$ cat src/rtl/mul_share_pkg.sv
// Shared types and round-robin selection for the multiplier-sharing arbiter.
// MAX_REQ bounds the requester count so the selection function has a fixed width.
package mul_share_pkg;

    localparam int MAX_REQ = 4;

    typedef enum logic [1:0] {
        IDLE  = 2'd0,
        ISSUE = 2'd1,
        WAIT  = 2'd2,
        RESP  = 2'd3
    } state_t;

    typedef struct packed {
        logic       valid;
        logic [1:0] idx;
    } rr_pick_t;

    // First requester at or after (last+1) mod n, wrapping; only the low n request bits count.
    function automatic rr_pick_t rr_next(input logic [MAX_REQ-1:0] req,
                                         input logic [1:0]         last,
                                         input int                 n);
        rr_pick_t pick;
        int       cand;
        pick = '0;
        for (int k = 1; k <= MAX_REQ; k++) begin
            cand = int'(last) + k;
            if (cand >= n) cand = cand - n;
            if (k <= n && !pick.valid && req[cand[1:0]]) begin
                pick.valid = 1'b1;
                pick.idx   = cand[1:0];
            end
        end
        return pick;
    endfunction

endpackage

$ cat src/rtl/rr_arbiter.sv
// Combinational round-robin priority search starting after the last winner.
// Produces a one-hot grant, the winner index and a valid flag.
module rr_arbiter
    import mul_share_pkg::*;
#(
    parameter int NUM_REQ = 2,
    parameter int IDX_W   = $clog2(NUM_REQ)
) (
    input  logic [NUM_REQ-1:0] req,
    input  logic [IDX_W-1:0]   last,
    output logic [NUM_REQ-1:0] grant,
    output logic [IDX_W-1:0]   idx,
    output logic               valid
);

    logic [MAX_REQ-1:0] req_ext;
    logic [1:0]         last_ext;
    rr_pick_t           pick;

    always_comb begin
        req_ext                = '0;
        req_ext[NUM_REQ-1:0]   = req;
        last_ext               = '0;
        last_ext[IDX_W-1:0]    = last;
        pick                   = rr_next(req_ext, last_ext, NUM_REQ);
        valid                  = pick.valid;
        idx                    = pick.idx[IDX_W-1:0];
        for (int i = 0; i < NUM_REQ; i++) begin
            grant[i] = pick.valid && (pick.idx == 2'(i));
        end
    end

endmodule

$ cat src/rtl/mul_share_arbiter.sv
// Shares one val/ready sequential multiplier between NUM_REQ requesters,
// one transaction at a time, with round-robin grant and per-requester response.
//
// state | meaning
// IDLE  | arbitrate; accept one operand pair from the winner
// ISSUE | present latched operands to the multiplier
// WAIT  | wait for the product, latch it
// RESP  | return product to owner until it accepts
module mul_share_arbiter
    import mul_share_pkg::*;
#(
    parameter  int NUM_REQ = 2,
    parameter  int WIDTH   = 16,
    localparam int IDX_W   = $clog2(NUM_REQ)
) (
    input  logic                     clk,
    input  logic                     rst,
    input  logic [NUM_REQ-1:0]       req_val,
    output logic [NUM_REQ-1:0]       req_ready,
    input  logic [NUM_REQ*WIDTH-1:0] req_a,
    input  logic [NUM_REQ*WIDTH-1:0] req_b,
    output logic [NUM_REQ-1:0]       rsp_val,
    input  logic [NUM_REQ-1:0]       rsp_ready,
    output logic [2*WIDTH-1:0]       rsp_p,
    output logic                     mul_src_val,
    input  logic                     mul_src_ready,
    output logic [WIDTH-1:0]         mul_a,
    output logic [WIDTH-1:0]         mul_b,
    input  logic                     mul_dest_val,
    output logic                     mul_dest_ready,
    input  logic [2*WIDTH-1:0]       mul_p,
    output logic                     busy,
    output logic [IDX_W-1:0]         owner
);

    state_t               state, state_n;
    logic [WIDTH-1:0]     a_q, b_q;
    logic [2*WIDTH-1:0]   p_q;
    logic [IDX_W-1:0]     owner_q, last_q;
    logic [NUM_REQ-1:0]   grant;
    logic [IDX_W-1:0]     win_idx;
    logic                 win_val;

    rr_arbiter #(.NUM_REQ(NUM_REQ), .IDX_W(IDX_W)) u_rr (
        .req   (req_val),
        .last  (last_q),
        .grant (grant),
        .idx   (win_idx),
        .valid (win_val)
    );

    always_ff @(posedge clk) begin
        if (!rst) begin
            state   <= IDLE;
            a_q     <= '0;
            b_q     <= '0;
            p_q     <= '0;
            owner_q <= '0;
            last_q  <= IDX_W'(NUM_REQ - 1);
        end else begin
            state <= state_n;
            if (state == IDLE && win_val) begin
                a_q     <= req_a[win_idx*WIDTH +: WIDTH];
                b_q     <= req_b[win_idx*WIDTH +: WIDTH];
                owner_q <= win_idx;
            end
            if (state == WAIT && mul_dest_val) p_q <= mul_p;
            if (state == RESP && rsp_ready[owner_q]) last_q <= owner_q;
        end
    end

    // Everything is gated by rst so outputs read zero during the reset cycle itself.
    always_comb begin
        state_n        = state;
        req_ready      = '0;
        rsp_val        = '0;
        rsp_p          = '0;
        mul_src_val    = 1'b0;
        mul_dest_ready = 1'b0;
        if (rst) begin
            case (state)
                IDLE: begin
                    req_ready = grant;
                    if (win_val) state_n = ISSUE;
                end
                ISSUE: begin
                    mul_src_val = 1'b1;
                    if (mul_src_ready) state_n = WAIT;
                end
                WAIT: begin
                    mul_dest_ready = 1'b1;
                    if (mul_dest_val) state_n = RESP;
                end
                RESP: begin
                    rsp_val[owner_q] = 1'b1;
                    rsp_p            = p_q;
                    if (rsp_ready[owner_q]) state_n = IDLE;
                end
                default: state_n = IDLE;
            endcase
        end
    end

    assign mul_a = rst ? a_q : '0;
    assign mul_b = rst ? b_q : '0;
    assign owner = rst ? owner_q : '0;
    assign busy  = rst && (state != IDLE);

endmodule

$ cat config.mk
export PLATFORM = sky130hd
export DESIGN_NAME = mul_share_arbiter
export DESIGN_NICKNAME = d
export VERILOG_FILES = /design/src/rtl/mul_share_pkg.sv /design/src/rtl/rr_arbiter.sv /design/src/rtl/mul_share_arbiter.sv
export SDC_FILE = /design/constraint.sdc
export NUM_CORES = 1
export LEC_CHECK = 0
export BUFFER_PORTS_ARGS = -buffer_cell sky130_fd_sc_hd__buf_2
export CAP_MARGIN = 20
export CORE_UTILIZATION = 31
export CTS_CLUSTER_DIAMETER = 30
export DETAILED_ROUTE_END_ITERATION = 10
export PLACE_DENSITY = 0.61
export SETUP_SLACK_MARGIN = 0.3
export SYNTH_ARGS = -nofsm -noshare
export SYNTH_HDL_FRONTEND = slang
export SYNTH_SLANG_ARGS = --single-unit
$ cat constraint.sdc
create_clock -name clk -period 1.3 [get_ports clk]
set_input_delay 0.13 -clock clk [delete_from_list [all_inputs] [get_ports clk]]
set_output_delay 0.13 -clock clk [all_outputs]
set_load 0.01 [all_outputs]
## Word-level counts from Yosys, hierarchy flattened

Index checks and enable logic that the tools add are counted.

| operators by class | value |
|---|---|
| add/subtract/negate cells | 4 |
| order comparisons | 6 |
| eq/ne operators | 8 |
| shifts and indexed selects | 2 |
| mux-type cells | 30 |
| reduce and logical (&&, ||, !) cells | 13 |

Operators with widths:

| kind | count |
|---|---|
| 32-bit 2-to-1 mux | 2 |
| 32-bit by 6-bit variable part select with 16-bit output | 2 |
| 32-bit by 3-bit greater-or-equal comparator with 1-bit output, second input constant | 1 |
| 16-bit 2-to-1 mux | 2 |
| 2-bit 2-to-1 mux | 10 |
| 1-bit 2-to-1 mux | 10 |
| 1-bit logical AND | 8 |
| 2-bit one-hot mux with 4 select lines | 1 |
| 2-bit by 3-bit less-than comparator with 1-bit output, second input constant | 2 |
| 3-bit 2-to-1 mux | 2 |
| 1-bit binary-select mux with 2-bit select | 2 |
| 2-bit by 1-bit equality test with 1-bit output, second input constant | 2 |
| 2-bit equality test, second input constant | 2 |
| 2-bit zero test | 2 |
| 2-bit by 1-bit != test with 1-bit output, second input constant | 2 |
| 2-bit != test, second input constant | 2 |
| 4-bit AND reduction | 1 |
| 2-bit subtractor, second input constant | 2 |
| 1-bit by 2-bit adder with 3-bit output, second input constant | 1 |
| 3-bit by 2-bit greater-or-equal comparator with 1-bit output, second input constant | 1 |
| 1-bit by 1-bit adder with 2-bit output, second input constant | 1 |
| 1-bit by 2-bit less-than comparator with 1-bit output, second input constant | 1 |
| 2-bit nonzero test | 1 |
| 1-bit demux with 1-bit select | 1 |
| other kinds (2) | 2 |

| storage, ports and cells | value |
|---|---|
| flip-flop bits (word level) | 68 |
| input bits | 104 |
| output and inout bits | 72 |
| logic and storage cells | 69 |

## Depth between registers and ports, before layout

| logic depth | value |
|---|---|
| depth after elaboration | 13 |
| gate-level depth with buffers | 7 |
| gate-level depth less buffers | 6 |

## By module

From an unflattened synthesis, not the netlist that was laid out.

| unflattened totals | value |
|---|---|
| cells, all modules | 403 |
| area, all modules | 3,821.2 um^2 |

By module, submodules not included:

| module | times used | cells each | area an instance (um^2) | sequential area each (um^2) |
|---|---|---|---|---|
| mul_share_arbiter | 1 | 398 | 3,788.6 | 1,361.3 |
| rr_arbiter | 1 | 5 | 32.5 | 0.0 |

## Worst setup path after synthesis

No wires, ideal clock.

| path | value |
|---|---|
| path type | reg2reg |
| from | register state[1] |
| to | register b_q[0] |
| library setup time | 0.122 ns |
| arrival | 1.225 ns |
| data required time | 1.178 ns |
| slack | -0.047 ns |
| stages on the path, launching flop included | 7 |
| buffers on the path | 2 |
| period minus slack after synthesis | 1.347 ns |
| cell sequence | dfxtp_1 inv_1 ha_1 nor2b_1 buf_2 buf_2 a21oi_1 |

| between the ends | value |
|---|---|
| cells in the longest elaborated chain, start to end | 2 |

RTL lines:

| what | line | text |
|---|---|---|
| from (decl) | mul_share_arbiter.sv:36 | `state_t state, state_n;` |
| from (signal assigned) | mul_share_arbiter.sv:61 | `state <= state_n;` |
| 2-bit zero test | mul_share_arbiter.sv:62 | `if (state == IDLE && win_val) begin` |
| 1-bit logical AND | mul_share_arbiter.sv:62 |  |
| to (signal assigned) | mul_share_arbiter.sv:64 | `b_q <= req_b[win_idx*WIDTH +: WIDTH];` |
| to (decl) | mul_share_arbiter.sv:37 | `logic [WIDTH-1:0] a_q, b_q;` |

No other way between the ends.
A chain may end at the register's enable or synchronous reset.

## Worst setup path in the final report

| path | value |
|---|---|
| from | register state[0] |
| to | output rsp_p[31] |

| between the ends | value |
|---|---|
| cells in the longest elaborated chain, start to end | 3 |

RTL lines:

| what | line | text |
|---|---|---|
| 2-bit equality test | mul_share_arbiter.sv:81 | `case (state)` |
| 32-bit 2-to-1 mux | mul_share_arbiter.sv:81 |  |
| 32-bit 2-to-1 mux | mul_share_arbiter.sv:80 | `if (rst) begin` |
| to (decl) | mul_share_arbiter.sv:24 | `output logic [2*WIDTH-1:0] rsp_p,` |

No other way between the ends.

==> metrics.txt <==
vias in the first global route=roughly 3.3k; final instance area=5957 um2; worst path required time=1.17 ns; synthesized area=approximately 3200 um2; WHS=~0.020 ns; final worst path period need=approximately 1.5 ns; Main synth FF type=dfxtp_1; r2r setup slk=-0.16 ns; CTS root buffer=clkbuf_8; io pins=between 150 and 200; crit path DAT=between 1 and 1.5 ns; cell with the most instances after synthesis=nand2_1; Syn Inst Count=about 400; Yosys reg bits=68; die height=103.5 um; Synthesis Warnings=0; Slew Viols, Final=0; area growth from synthesis to layout=86.63%; WS Path Type=reg -> out; maxcap violations=0; largest cells by area after synthesis=dfxtp_1, a21oi_1, nand2_1, mux2i_1, and3_1; period utilization=115.0%; FP Rows=36; Post-CTS Hold Fix Bufs=0; worst r2r src=state[1]; CP max stage delay=between 0.3 and 0.4 ns; Post-Place Cell Area=around 4500 um2; Critical Path Start Type=flip-flop; core area=slightly below 10000 um2; Initial Utilization=approximately a third; min-delay src=req_a[31]; DR vias=between 3k and 4k; DR pass1 iterations=4; syn avg cell area=roughly 8 um2; unrepaired setup endpoints after global routing=yes; final hold vios=0; first-pass GRT wire length=roughly 16000 um; R2R depth=9; Rel. slew slack=a little over four fifths; Avg Vias per Cell=4.730; htree depth=3; CTS tree=yes; CP Max Fanout=14; dpl ws=0.001518 ns; Layout Skew=about 0.009 ns; status=finished, violations left; final WL=~11000 um; Async SR Flop Fraction=0%; Die Wd=~100 um; share of cells above drive strength 1=65.57%; Post-layout nets=just over 700; maximum root-to-sink buffer count=2; Synth area leader=dfxtp_1; antenna violations before repair=1; Mapped Nets=between 500 and 600; TritonCTS buffer count=9; failing checks=negative setup slack; CP max-delay cell=dfxtp_4; Cell Pwr Density=1592 nW/um2; final setup margin=-0.1955 ns; LEAKAGE=2.683 nW; GRT Total Usage=~19%; DP Cell Count=between 600 and 700; DR iter-0 viols=40; WL per Instance=roughly 14 um; largest net degree at the start of global routing=between 40 and 50; Hold Crit Depth=3; clk_lat worst skew=approximately 0.34 ns; EDFF count, synth=0; antenna violation net count after detailed routing=0; final setup violation count=105; Detailed Place HPWL=6605 um; Synth top area share=a little over two fifths; Least-Margin Pin Slew=0.2434 ns; sequential share of the synthesized area=between 40 and 50%; worst path cell trace=ha_4 -> buf_8 -> and3_1 -> buf_2; Critical Path Start=state[0]; GRT overflow=0; Fin Setup TNS=-13.00 ns; clk slew on worst S/H paths=~0.080 ns; Hold/Removal Path Class=in -> reg; port bufs=about 180; RD Place Congestion=just under 0.7; drt drc=0; crit end category=output pin; clock net sink count=between 60 and 70; Post-synth top cells=nand2_1, dfxtp_1, a21oi_1; Final Non-Filler Cells=approximately 740; Die Footprint=roughly 11000 um2; number of distinct library cells after synthesis=29; Max IR drop VDD=0.0007807 V; top achievable clock speed=668.7 MHz
## cells by family (layout without fill, tap and decap cells)
| group | Yosys count | in the layout | share of synthesized area [%] |
|---|---|---|---|
| DFF | 68 | 68 | 42.65 |
| adders and majority gates | 4 | 4 | 1.568 |
| buffers and inverters | 49 | 257 | 7.330 |
| muxes | 25 | 25 | 7.840 |
| other | 0 | 1 | 0 |
| and+or+nand+nor | 146 | 146 | 22.30 |
| AOI/OAI and AO/OA | 107 | 107 | 18.31 |
## metrics by stage
| stage | util, % | total power [W] |
|---|---|---|
| finish | 60.39 | 0.009484 |
| global route | 60.36 | 0.01009 |
| CTS | 56.29 | 0.009020 |
| detailed placement | 45.83 | 0.005695 |
| global placement | 45.83 | 0.005619 |
| floorplan | - | 0.004925 |
## state kept, by name, summed over array words and instances, names as in the netlist
signal,count
last_q,1
state,2
owner_q,1
p_q,32
b_q,16
a_q,16
## critical path: cells and delay by family, from the launching register on
| kind | cells | cell delay (ns) |
|---|---|---|
| adder cells (fa/ha/maj) | 1 | 0.17 |
| flip-flops | 1 | 0.38 |
| buffers and inverters | 2 | 0.29 |
| AND/OR/NAND/NOR | 1 | 0.19 |
## timing repair
| action | 4_1_cts | 5_1_grt |
|---|---|---|
| pin swaps | 13 | 45 |
| setup buffers | 18 | 7 |
| gates cloned | 9 | 0 |
| resized for setup | 109 | 90 |
| endpoints found under the setup margin | 140 | 140 |
## final timing paths
kind / end
max: rsp_p[31]
min: a_q[15]
max reg2reg: p_q[22]
min reg2reg: p_q[2]
## power by group
part           internal (W)  switching, W
logic               0.00250       0.00205
clock network       0.00109      0.000869
registers           0.00266      0.000308
## per-layer routing
metal  track usage [%]  part of all wire (%)  vias up
met2             33.47                    48      144
met3             6.788                   9.0       11
li1                  -                     -     1763
met1             22.01                    42     1587
met4             6.176                   1.2        0
met5                 0                     0        -
## layout by cell type (no fill, tap or decap), drive strengths merged
master / n
a31oi: 1
diode: 1
a311oi: 1
and3: 34
inv: 15
a21boi: 1
a31o: 1
ha: 4
clkinvlp: 1
nand2: 78
nor2: 4
nand4: 1
o21ai: 33
bufbuf: 1
dfxtp: 68
nand3: 1
buf: 225
mux2i: 25
clkbuf: 9
a22oi: 9
bufinv: 2
nor2b: 1
clkinv: 4
a21oi: 60
o21bai: 1
and2: 27
## layout make-up
| class | instances | area, um2 |
|---|---|---|
| Fill cell | 860 | 3908 |
| Sequential cell | 68 | 1393 |
| Multi-Input combinational cell | 282 | 2210 |
| Timing Repair Buffer | 226 | 1907 |
| Clock buffer | 9 | 123.9 |
| Clock inverter | 7 | 98.84 |
| Inverter | 15 | 56.30 |
| Tap cell | 133 | 166.4 |
| Antenna cell | 1 | 2.502 |
No activity file was read; power rests on OpenSTA's default activity.
